## config.mk

```make
export PLATFORM = sky130hd
export DESIGN_NAME = frame_stage_sequencer_flat
export DESIGN_NICKNAME = d
export VERILOG_FILES = /design/src/rtl/frame_stage_sequencer_if.sv /design/src/rtl/frame_stage_sequencer.sv /design/src/flat_wrapper.sv
export SDC_FILE = /design/constraint.sdc
export NUM_CORES = 1
export LEC_CHECK = 0
export CAP_MARGIN = 10
export CORE_UTILIZATION = 56
export CTS_BUF_LIST = sky130_fd_sc_hd__clkbuf_4
export CTS_CLUSTER_SIZE = 24
export DETAILED_ROUTE_END_ITERATION = 10
export GPL_TIMING_DRIVEN = 0
export PLACE_DENSITY = 0.84
export SYNTH_ARGS = -nofsm -noshare
export SYNTH_HDL_FRONTEND = slang
export SYNTH_SLANG_ARGS = --single-unit
```

## constraint.sdc

```tcl
create_clock -name clk -period 3.92 [get_ports clk]
set_input_delay 0.392 -clock clk [delete_from_list [all_inputs] [get_ports clk]]
set_output_delay 0.392 -clock clk [all_outputs]
set_load 0.05 [all_outputs]
```

## src/rtl/frame_stage_sequencer_if.sv

```systemverilog
// Signal bundle between the frame sequencer, the parameter controller and the stage datapath.
// master = sequencer side, slave = controller/datapath side.
interface frame_stage_sequencer_if #(
  parameter int X_MAX      = 400,
  parameter int Y_MAX      = 400,
  parameter int NUM_STAGES = 2
);
  localparam int XW = $clog2(X_MAX);
  localparam int YW = $clog2(Y_MAX);
  localparam int SW = (NUM_STAGES > 1) ? $clog2(NUM_STAGES) : 1;

  logic          new_trans;
  logic [XW-1:0] max_x;
  logic [YW-1:0] max_y;
  logic [SW-1:0] stage_sel;
  logic          stage_start;
  logic [XW-1:0] coord_x;
  logic [YW-1:0] coord_y;
  logic          coord_valid;
  logic          coord_ready;
  logic          stage_drained;
  logic          busy;
  logic          img_done;

  modport master (
    input  new_trans, max_x, max_y, coord_ready, stage_drained,
    output stage_sel, stage_start, coord_x, coord_y, coord_valid, busy, img_done
  );

  modport slave (
    output new_trans, max_x, max_y, coord_ready, stage_drained,
    input  stage_sel, stage_start, coord_x, coord_y, coord_valid, busy, img_done
  );
endinterface

```

## src/rtl/frame_stage_sequencer.sv

```systemverilog
// Runs NUM_STAGES raster passes per frame; per stage 1 START + lx*ly RUN + >=1 DRAIN cycles.
// Coordinates hold while coord_ready is low; DRAIN waits for stage_drained. All outputs registered.
module frame_stage_sequencer #(
  parameter int X_MAX      = 400,
  parameter int Y_MAX      = 400,
  parameter int NUM_STAGES = 2
) (
  input  logic                   clk,
  input  logic                   n_rst,
  frame_stage_sequencer_if.master bus
);
  localparam int XW = $clog2(X_MAX);
  localparam int YW = $clog2(Y_MAX);
  localparam int SW = (NUM_STAGES > 1) ? $clog2(NUM_STAGES) : 1;
  localparam logic [SW-1:0] LAST_STAGE = SW'(NUM_STAGES - 1);

  typedef enum logic [2:0] {IDLE, START, RUN, DRAIN, DONE} state_t;

  state_t        state_q;
  logic [XW-1:0] lx_q, x_q, x_d;
  logic [YW-1:0] ly_q, y_q, y_d;
  logic [SW-1:0] stage_q;
  logic          start_q, valid_q, busy_q, done_q;
  logic          accept, last_col, last_pix;

  // Dims are nonzero whenever RUN is reached, so the minus-one compares cannot wrap.
  assign accept   = valid_q && bus.coord_ready;
  assign last_col = (x_q == lx_q - XW'(1));
  assign last_pix = last_col && (y_q == ly_q - YW'(1));

  always_comb begin
    x_d = x_q + XW'(1);
    y_d = y_q;
    if (last_col) begin
      x_d = '0;
      y_d = y_q + YW'(1);
    end
  end

  always_ff @(posedge clk or negedge n_rst) begin
    if (!n_rst) begin
      state_q <= IDLE;
      lx_q    <= '0;
      ly_q    <= '0;
      x_q     <= '0;
      y_q     <= '0;
      stage_q <= '0;
      start_q <= 1'b0;
      valid_q <= 1'b0;
      busy_q  <= 1'b0;
      done_q  <= 1'b0;
    end else begin
      start_q <= 1'b0;
      done_q  <= 1'b0;
      case (state_q)
        IDLE: begin
          if (bus.new_trans) begin
            busy_q <= 1'b1;
            if (bus.max_x != '0 && bus.max_y != '0) begin
              lx_q    <= bus.max_x;
              ly_q    <= bus.max_y;
              stage_q <= '0;
              x_q     <= '0;
              y_q     <= '0;
              start_q <= 1'b1;
              state_q <= START;
            end else begin
              done_q  <= 1'b1;
              state_q <= DONE;
            end
          end
        end
        START: begin
          valid_q <= 1'b1;
          state_q <= RUN;
        end
        RUN: begin
          if (accept) begin
            x_q <= x_d;
            y_q <= y_d;
            if (last_pix) begin
              valid_q <= 1'b0;
              state_q <= DRAIN;
            end
          end
        end
        DRAIN: begin
          if (bus.stage_drained) begin
            if (stage_q == LAST_STAGE) begin
              done_q  <= 1'b1;
              state_q <= DONE;
            end else begin
              stage_q <= stage_q + SW'(1);
              x_q     <= '0;
              y_q     <= '0;
              start_q <= 1'b1;
              state_q <= START;
            end
          end
        end
        DONE: begin
          busy_q  <= 1'b0;
          state_q <= IDLE;
        end
        default: begin
          busy_q  <= 1'b0;
          valid_q <= 1'b0;
          state_q <= IDLE;
        end
      endcase
    end
  end

  assign bus.stage_sel   = stage_q;
  assign bus.stage_start = start_q;
  assign bus.coord_x     = x_q;
  assign bus.coord_y     = y_q;
  assign bus.coord_valid = valid_q;
  assign bus.busy        = busy_q;
  assign bus.img_done    = done_q;
endmodule

```

## src/flat_wrapper.sv

```systemverilog
// flat-port wrapper written by rule: the top's interface ports become plain ports
module frame_stage_sequencer_flat 
#(
  parameter int X_MAX      = 400,
  parameter int Y_MAX      = 400,
  parameter int NUM_STAGES = 2
)
  (clk, n_rst, bus_new_trans, bus_max_x, bus_max_y, bus_coord_ready, bus_stage_drained, bus_stage_sel, bus_stage_start, bus_coord_x, bus_coord_y, bus_coord_valid, bus_busy, bus_img_done);
  frame_stage_sequencer_if #(.X_MAX(X_MAX), .Y_MAX(Y_MAX), .NUM_STAGES(NUM_STAGES)) bus_i ();
  input  logic clk;
  input  logic n_rst;
  input wire logic [$bits(bus_i.new_trans)-1:0] bus_new_trans;
  input wire logic [$bits(bus_i.max_x)-1:0] bus_max_x;
  input wire logic [$bits(bus_i.max_y)-1:0] bus_max_y;
  input wire logic [$bits(bus_i.coord_ready)-1:0] bus_coord_ready;
  input wire logic [$bits(bus_i.stage_drained)-1:0] bus_stage_drained;
  output wire logic [$bits(bus_i.stage_sel)-1:0] bus_stage_sel;
  output wire logic [$bits(bus_i.stage_start)-1:0] bus_stage_start;
  output wire logic [$bits(bus_i.coord_x)-1:0] bus_coord_x;
  output wire logic [$bits(bus_i.coord_y)-1:0] bus_coord_y;
  output wire logic [$bits(bus_i.coord_valid)-1:0] bus_coord_valid;
  output wire logic [$bits(bus_i.busy)-1:0] bus_busy;
  output wire logic [$bits(bus_i.img_done)-1:0] bus_img_done;
  assign bus_i.new_trans = bus_new_trans;
  assign bus_i.max_x = bus_max_x;
  assign bus_i.max_y = bus_max_y;
  assign bus_i.coord_ready = bus_coord_ready;
  assign bus_i.stage_drained = bus_stage_drained;
  assign bus_stage_sel = bus_i.stage_sel;
  assign bus_stage_start = bus_i.stage_start;
  assign bus_coord_x = bus_i.coord_x;
  assign bus_coord_y = bus_i.coord_y;
  assign bus_coord_valid = bus_i.coord_valid;
  assign bus_busy = bus_i.busy;
  assign bus_img_done = bus_i.img_done;
  frame_stage_sequencer #(.X_MAX(X_MAX), .Y_MAX(Y_MAX), .NUM_STAGES(NUM_STAGES)) u_core (.clk(clk), .n_rst(n_rst), .bus(bus_i));
endmodule
```

* Word-level counts from Yosys, hierarchy flattened
Cells that the tools add are included.
W data, S select, Z words.
** Storage, ports and cells
- Output and inout bits :: 23
- Flip-flop bits (word level) :: 44
** Cells by class
- Reduce and logical (&&, ||, !) cells :: 17
- Eq/ne operators :: 13
- Multiplexer cells :: 37
- $add $sub $neg :: 5
- Bitwise operators :: 2
** Operator list (number)
- $mux W9 :: 8
- $pmux W9 S3 :: 2
- $add A9 B1 Y9 const B :: 2
- $eq A9 B9 Y1 :: 2
- $mux W3 :: 6
- $reduce_bool A9 Y1 :: 2
- $sub A9 B1 Y9 const B :: 2
- $mux W1 :: 15
- $pmux W3 S4 :: 1
- $ne A2 B1 Y1 const B :: 4
- $pmux W1 S2 :: 4
- $reduce_and A4 Y1 :: 2
- $reduce_and A7 Y1 :: 1
- $eq A3 B2 Y1 const B :: 2
- $ne A2 B2 Y1 const B :: 3
- $reduce_and A3 Y1 :: 2
- $reduce_and A6 Y1 :: 1
- $reduce_or A3 Y1 :: 2
- $eq A3 B1 Y1 const B :: 1
- $eq A3 B3 Y1 const B :: 1
- $logic_and A1 B1 Y1 :: 3
- $logic_not A3 Y1 :: 1
- $pmux W1 S3 :: 1
- $reduce_bool A3 Y1 :: 1
- 4 further kinds :: 5

* Longest topological paths before layout
Gate-level depths: netlist of run 1.
- Word-level depth :: 6
- Mapped depth :: 11
- Mapped depth without buffers :: 9

* Worst setup path after synthesis of run 1
OpenSTA, ideal clock, no wires.
- Path kind :: flip-flop to flip-flop
- From :: reg u_core.lx_q[0]
- To :: reg u_core.y_q[2], in the netlist u_core.bus.coord_y[2]
- Buffers on the path :: 1
- Data arrival time :: 2.313 ns
- Stages on the path, launching flop included :: 11
- Setup time :: 0.081 ns
- Setup slack :: 1.526 ns
- Data required time :: 3.839 ns
- Path through :: dfrtp_1 inv_1 ha_1 nor2b_1 or3_1 a31oi_1 and4_4 a21oi_2 buf_6 or4_1 a21oi_1
** Between the ends
- Longest elaborated chain between the ends :: 4
** Ends and longest elaborated chain
- start, declared :: line frame_stage_sequencer.sv:20 : logic [XW-1:0] lx_q, x_q, x_d;
- start signal, assigned :: line frame_stage_sequencer.sv:60 : lx_q <= bus.max_x;
- $sub A9 B1 Y9 :: line frame_stage_sequencer.sv:28 : assign last_col = (x_q == lx_q - XW'(1));
- $eq A9 B9 Y1 :: line frame_stage_sequencer.sv:28
- $ne A2 B1 Y1 (no line)
- $reduce_and A7 Y1 (no line)
- end signal, assigned :: line frame_stage_sequencer.sv:80 : y_q <= y_d;
- end, declared :: line frame_stage_sequencer.sv:21 : logic [YW-1:0] ly_q, y_q, y_d;
Every way passes these cells.
A chain may end at the register's enable or synchronous reset.

* Final worst setup path of run 1
- From :: reg u_core.lx_q[0]
- To :: reg u_core.y_q[0], in the netlist u_core.bus.coord_y[0]
The elaborated chain is that of the path after synthesis.

==> results by group, run 1 <==
STA
  – Final Hold Vio Count: 0
  – RSZ-0062 raised after global routing: no
  – Fin. max-slew vios: 0
  – Total Neg Setup Slack: 0 ns
  – Setup Skew: 0.00573 ns
  – Setup slack after layout: 1.22 ns
  – Fmax: 371 MHz
  – Setup violators final: 0
  – Worst slew pin tran: 0.621 ns
  – Final Cycle Share: 68.8%
  – Fin crit period: 2.70 ns
  – Slew headroom: 58.6%

Synthesis
  – Post-synth EDFFs: 0
  – Synth Area in XOR/XNOR: 7.91%
  – Mux cell area share after synthesis: 9.65%
  – Mean post-synth cell area: 9.60 um2
  – Post-synthesis compound-gate area fraction: 14.0%
  – Largest family of logic cells by synthesized area: simple AND/OR/NAND/NOR gates
  – Share of the synthesized area in the top cell type: 41.4%
  – Synth Warn #: 0
  – Sequential share of the synthesized area: 41.4%
  – Synth Register Bits: 44
  – Post-Syn Instances: 277
  – Top cells by area, synth: dfrtp_1 41%, mux2_2 8.0%, xnor2_1 5.9%
  – Simple-Gate Fraction of Synth Area: 21.1%
  – Yosys top cell by area: dfrtp_1
  – Post-synth cell types: 52
  – Syn Nets: 304
  – Adder-cell share of the synthesized area: 1.88%
  – Async set-reset flop share out of synthesis: 100%
  – Mapped Area: 2660 um2
  – Post-synth top flop: dfrtp_1

Run
  – Maximum Capacitance Violations: 0

Routing
  – Via density per instance: 6.06
  – Vias: 2,335
  – First-pass DRT Iterations: 7
  – WL per Instance: 15.7 um
  – Antenna violation net count after detailed routing: 0
  – Initial drt markers: 145
  – Overall routed net length: 6050 um
  – Drc violations: 0

Clock tree
  – Setup Fix Bufs, Post-CTS: 0
  – Clock transition at path regs: 0.13 ns
  – # clock sinks: 44
  – H-tree levels: 2
  – CTS Buf Count: 5
  – CTS tree: built
  – Clock Latency Late Sink: 0.35 ns
  – CTS max path bufs: 2
  – CTS root buffer: clkbuf_4
  – Post-CTS Resized: 0

Worst hold path
  – Hold crit path type: in -> async

Floorplan
  – Core Box Area: 4440 um2
  – Die Wd: 70.9 um
  – Die Y: 70.9 um
  – Initial core utilization: 59.8%
  – # rows: 24
  – Full die area: 5030 um2
  – I/O pin total: 46

Placement
  – Placed instance area: 3200 um2
  – Placer's final routability congestion estimate: 0.861
  – Post-DP HPWL: 4600 um
  – Setup slack at placement: 1.12 ns
  – # port buffers: 45

Finish
  – Filler cells: 355
  – Final net count: 359
  – Register Area: 1100 um2
  – Most frequent cells in the layout: 44 x clkdlybuf4s50_1, 44 x dfrtp_1, 23 x nor2_1
  – Final Instance Area: 3290 um2
  – ANT cells: 0
  – Multi-input logic area: 1450 um2
  – P&R area growth vs syn: 23.7%
  – Layout cells sized above 1: 12.0%

Power and ir drop
  – Leakage: 1.32 nW
  – Maximum vdd drop: 0.506 mV
  – Pwr dens: 695 nW/um2

Worst setup path
  – Crit path DAT: 2.94 ns
  – CP Max Fanout: 10
  – Crit start category: register
  – Worst Setup Path Type: reg -> reg
  – Worst Path Required: 4.17 ns
  – Crit end category: register

GRT
  – Global-route usage over all layers: 25.4%
  – Number of global-route vias before repair: 2,169
  – Initial antenna violation count: 0
  – Wire length of the first global-routing pass: 10,100 um
  – GRT Residual Overflow: 0
  – Largest net degree at the start of global routing: 25

Outcome
  – Outcome: finished clean
timing repair:
item | in CTS | in global routing
hold endpoints to repair | 4 | 0
hold buffers | 1 | 0
endpoints found under the setup margin | 0 | 0
logic make-up after synthesis:
| kind of cell | after synthesis |
|---|---|
| adders and majority gates | 4 |
| and+or+nand+nor | 101 |
| buffers and inverters | 24 |
| muxes | 23 |
| AOI/OAI and AO/OA | 57 |
| xor gates and xnor gates | 24 |
| DFF | 44 |
registers in the layout, indices dropped and copies added, names as in the netlist:
signal / cells
u_core.state_q: 3
u_core.bus.img_done: 1
u_core.ly_q: 9
u_core.bus.coord_valid: 1
u_core.bus.stage_start: 1
u_core.bus.stage_sel: 1
u_core.bus.coord_x: 9
u_core.bus.busy: 1
u_core.bus.coord_y: 9
u_core.lx_q: 9
critical path, cell delays in order (launching register included):
cell	delay, ns
dfrtp_1	0.47
inv_1	0.07
ha_1	0.25
nor2b_1	0.14
or3_1	0.34
a31oi_1	0.21
and4_4	0.28
a21oi_2	0.08
buf_6	0.16
nor2_1	0.25
mux2_1	0.35
worst paths after layout:
path / startpoint / endpoint / slack [ns] / depth (start not counted)
worst min-delay path: n_rst / u_core.bus.coord_y[7] / 0.53 / 2
min in group clk: u_core.bus.busy / u_core.bus.busy / 0.54 / 2
worst min register to register: u_core.bus.busy / u_core.bus.busy / 0.54 / 2
worst max register to register: u_core.lx_q[0] / u_core.bus.coord_y[0] / 1.22 / 10
max in group asynchronous: n_rst / u_core.state_q[1] / 2.90 / 3
worst max-delay path: u_core.lx_q[0] / u_core.bus.coord_y[0] / 1.22 / 10
routing by layer:
metal	wire (um)	share of wire [%]	vias up	global-route usage (%)
met4	38	0.63	0	6.22
met5	0	0	-	0
met1	2860	47	1128	35.6
met3	286	4.7	5	3.56
li1	-	-	1126	-
met2	2860	47	76	41.9
final cells by class:
class	instances	share of cell area, %
multi-input cells	209	44.1
flip-flops and latches	44	33.5
repair buffers	48	14.9
well taps	52	1.98
plain buffers	11	1.79
inverters	13	1.48
clock buffers	5	1.14
clock inverters	3	1.14
per-stage QoR:
step                      instances  utilization [%]  hold slack [ns]  power, mW
final                           385             74.0            0.533       2.29
after global routing            385             74.0            0.569       2.43
after CTS                       384             73.8            0.539       2.27
after floorplan                 277                -           0.0964       1.67
after global placement          374             71.4            0.488       1.95
after detailed placement        375             71.9            0.385       2.00
synthesized netlist by cell type (all sizes together), types with 3 or more instances:
master	count
or3	8
buf	4
nor3	10
dfrtp	44
nor4	6
clkbuf	7
mux2	21
ha	4
nor2b	3
inv	13
nand2b	6
nand3	15
o41ai	3
a21oi	12
xnor2	18
a31oi	5
nand2	11
xor2	6
nand4	6
o21ai	17
nor2	23
where the power goes:
| group | switching [mW] | internal, mW | total, mW |
|---|---|---|---|
| combinational | 0.676 | 0.538 | 1.21 |
| clock | 0.146 | 0.130 | 0.276 |
| sequential | 0.195 | 0.602 | 0.797 |
No activity file was read; power rests on OpenSTA's default activity.
==> run 2: changes to the inputs <==
- CORE_UTILIZATION: 56 -> 55
- PLACE_DENSITY: 0.84 -> 0.83
- clock period: 3.92 -> 2.65 ns (I/O delays scaled with it)
==> run 2 against run 1 <==
  * Count of clock-buffer cells in the layout unchanged
  * Critical path depth down 2
  * Final area up 0.46%
  * Hold slack worse by 0.14 ns
  * Non-clock buffer count up 3
  * Sequential share of layout area down 0.076 points
  * Sequential power up 47%
  * Wire length down 1.5%
  * Core utilization down 0.65 points
  * Maximum frequency up 7.2%
  * Cell count up 0.78%
  * Clock skew up 0.0039 ns
  * Critical endpoint is now u_core.bus.coord_valid
  * Largest cell class unchanged
  * Highest routed layer unchanged
==> results by group, run 2 (synthesis results as in run 1) <==
Placement
  – Placed instance area: 3190 um2
  – # port buffers: 45
  – Placer's final routability congestion estimate: 0.943
  – Post-DP HPWL: 4470 um

Routing
  – Initial drt markers: 118
  – Vias: 2,285
  – First-pass DRT Iterations: 4
  – Antenna violation net count after detailed routing: 0
  – Overall routed net length: 5960 um
  – WL per Instance: 15.4 um
  – Drc violations: 0
  – Via density per instance: 5.89

Floorplan
  – Initial core utilization: 59.0%
  – Core Box Area: 4500 um2
  – Die Y: 71.5 um
  – Full die area: 5120 um2
  – Die Wd: 71.5 um
  – # rows: 24
  – I/O pin total: 46

STA
  – Setup violators final: 0
  – Total Neg Setup Slack: 0 ns
  – Slew headroom: 61.0%
  – Fin crit period: 2.51 ns
  – Fin. max-slew vios: 0
  – Fmax: 398 MHz
  – Setup Skew: 0.00962 ns
  – Final Hold Vio Count: 0
  – Final Cycle Share: 94.9%
  – Worst slew pin tran: 0.580 ns

Outcome
  – Outcome: finished clean

Worst setup path
  – Worst Setup Path Type: reg -> reg
  – Crit end category: register
  – Crit path DAT: 2.78 ns
  – Crit start category: register
  – Worst Path Required: 2.91 ns
  – CP Max Fanout: 8

GRT
  – Global-route usage over all layers: 24.8%
  – Wire length of the first global-routing pass: 9910 um
  – GRT Residual Overflow: 0
  – Number of global-route vias before repair: 2,131
  – Largest net degree at the start of global routing: 27
  – Initial antenna violation count: 0

Worst hold path
  – Hold crit path type: in -> async

Run
  – Maximum Capacitance Violations: 0

Finish
  – Filler cells: 339
  – Layout cells sized above 1: 14.6%
  – Commonest non-fill, non-tap cell in the layout: clkdlybuf4s50_1
  – Most frequent cells in the layout: 44 x clkdlybuf4s50_1, 42 x dfrtp_1, 23 x nor2_1
  – ANT cells: 0
  – Final Instance Area: 3300 um2
  – Final net count: 362
  – P&R area growth vs syn: 24.3%

Power and ir drop
  – Sequential Power Share: 35.2%
  – Comb pwr share: 55.4%
  – Sw Share: 45.3%
  – Net Switching: 1.51 mW
  – Maximum vdd drop: 0.777 mV
  – Pint: 1.83 mW
  – Pwr dens: 1010 nW/um2
  – Clock share of power: 9.5%
  – Leakage: 1.33 nW

Clock tree
  – CTS max path bufs: 2
  – Clock Latency Late Sink: 0.36 ns
  – # clock sinks: 44
  – CTS tree: built
  – CTS root buffer: clkbuf_4
  – H-tree levels: 2
  – Clock transition at path regs: 0.13 ns
  – CTS Buf Count: 5
run 2: cell types whose count changed in the layout (fill, tap and decap cells not counted), moves of 2 or more:
cell / previous run / this run
clkinv_2: 0 / 2
dfrtp_2: 0 / 2
dfrtp_1: 44 / 42
buf_4: 0 / 3
run 2: critical path, stage by stage, from the launching register on:
cell and delay (ns):
dfrtp_1 0.39, clkbuf_1 0.20, nor4_2 0.40, nand2_1 0.13, or3_1 0.34, xnor2_1 0.17
o2111ai_1 0.13, or3_4 0.41, a31o_2 0.25
run 2: routing by layer:
layer | global-route usage (%) | share of wire (%) | vias to the layer above
li1 | - | - | 1124
met1 | 34.1 | 47 | 1093
met2 | 40.1 | 47 | 59
met3 | 4.92 | 4.4 | 9
met4 | 7.19 | 1.7 | 0
met5 | 0 | 0 | -
run 2: timing repair:
item                       in CTS  in global routing
hold endpoints to repair       18                  0
setup endpoints to repair       0                 10
gates resized for setup         0                  6
buffers inserted                0                  3
hold buffers                    1                  0
run 2: stage by stage:
stage	std cells	util, %	power (mW)	worst slack [ns]	hold slack (ns)
floorplan	277	-	2.47	0.256	-0.0306
global placement	374	70.5	2.89	0.0541	0.482
detailed placement	375	70.8	2.95	0.0368	0.231
CTS	384	72.2	3.27	0.0519	0.373
global route	388	73.4	3.57	-0.00574	0.422
finish	388	73.4	3.34	0.136	0.393
run 2: path summary, 6_finish.rpt:
kind,slack (ns),depth (start not counted),start,end
max in group asynchronous,1.77,3,n_rst,u_core.bus.coord_x[4]
max,0.14,8,u_core.ly_q[3],u_core.bus.coord_valid
min,0.39,2,n_rst,u_core.ly_q[0]
max reg2reg,0.14,8,u_core.ly_q[3],u_core.bus.coord_valid
min reg2reg,0.53,2,u_core.bus.busy,u_core.bus.busy
min in group clk,0.53,2,u_core.bus.busy,u_core.bus.busy
run 2: power by group through the flow:
stage	Combinational (mW)	Sequential [mW]	Clock (mW)
finish	1.85	1.17	0.316
CTS	1.78	1.17	0.324
global placement	1.72	1.17	0
floorplan	1.15	1.33	0
detailed placement	1.77	1.18	0
global route	2.02	1.21	0.345
run 2: cell type report:
class                      count  area (um2)  area share, %
multi-input combinational    209        1470           44.5
sequential                    44        1100           33.4
timing repair buffer          51         505           15.3
tap                           52        65.1           1.97
buffer                        11        58.8           1.78
inverter                      13        48.8           1.48
clock buffer                   5        37.5           1.14
clock inverter                 3        13.8          0.417
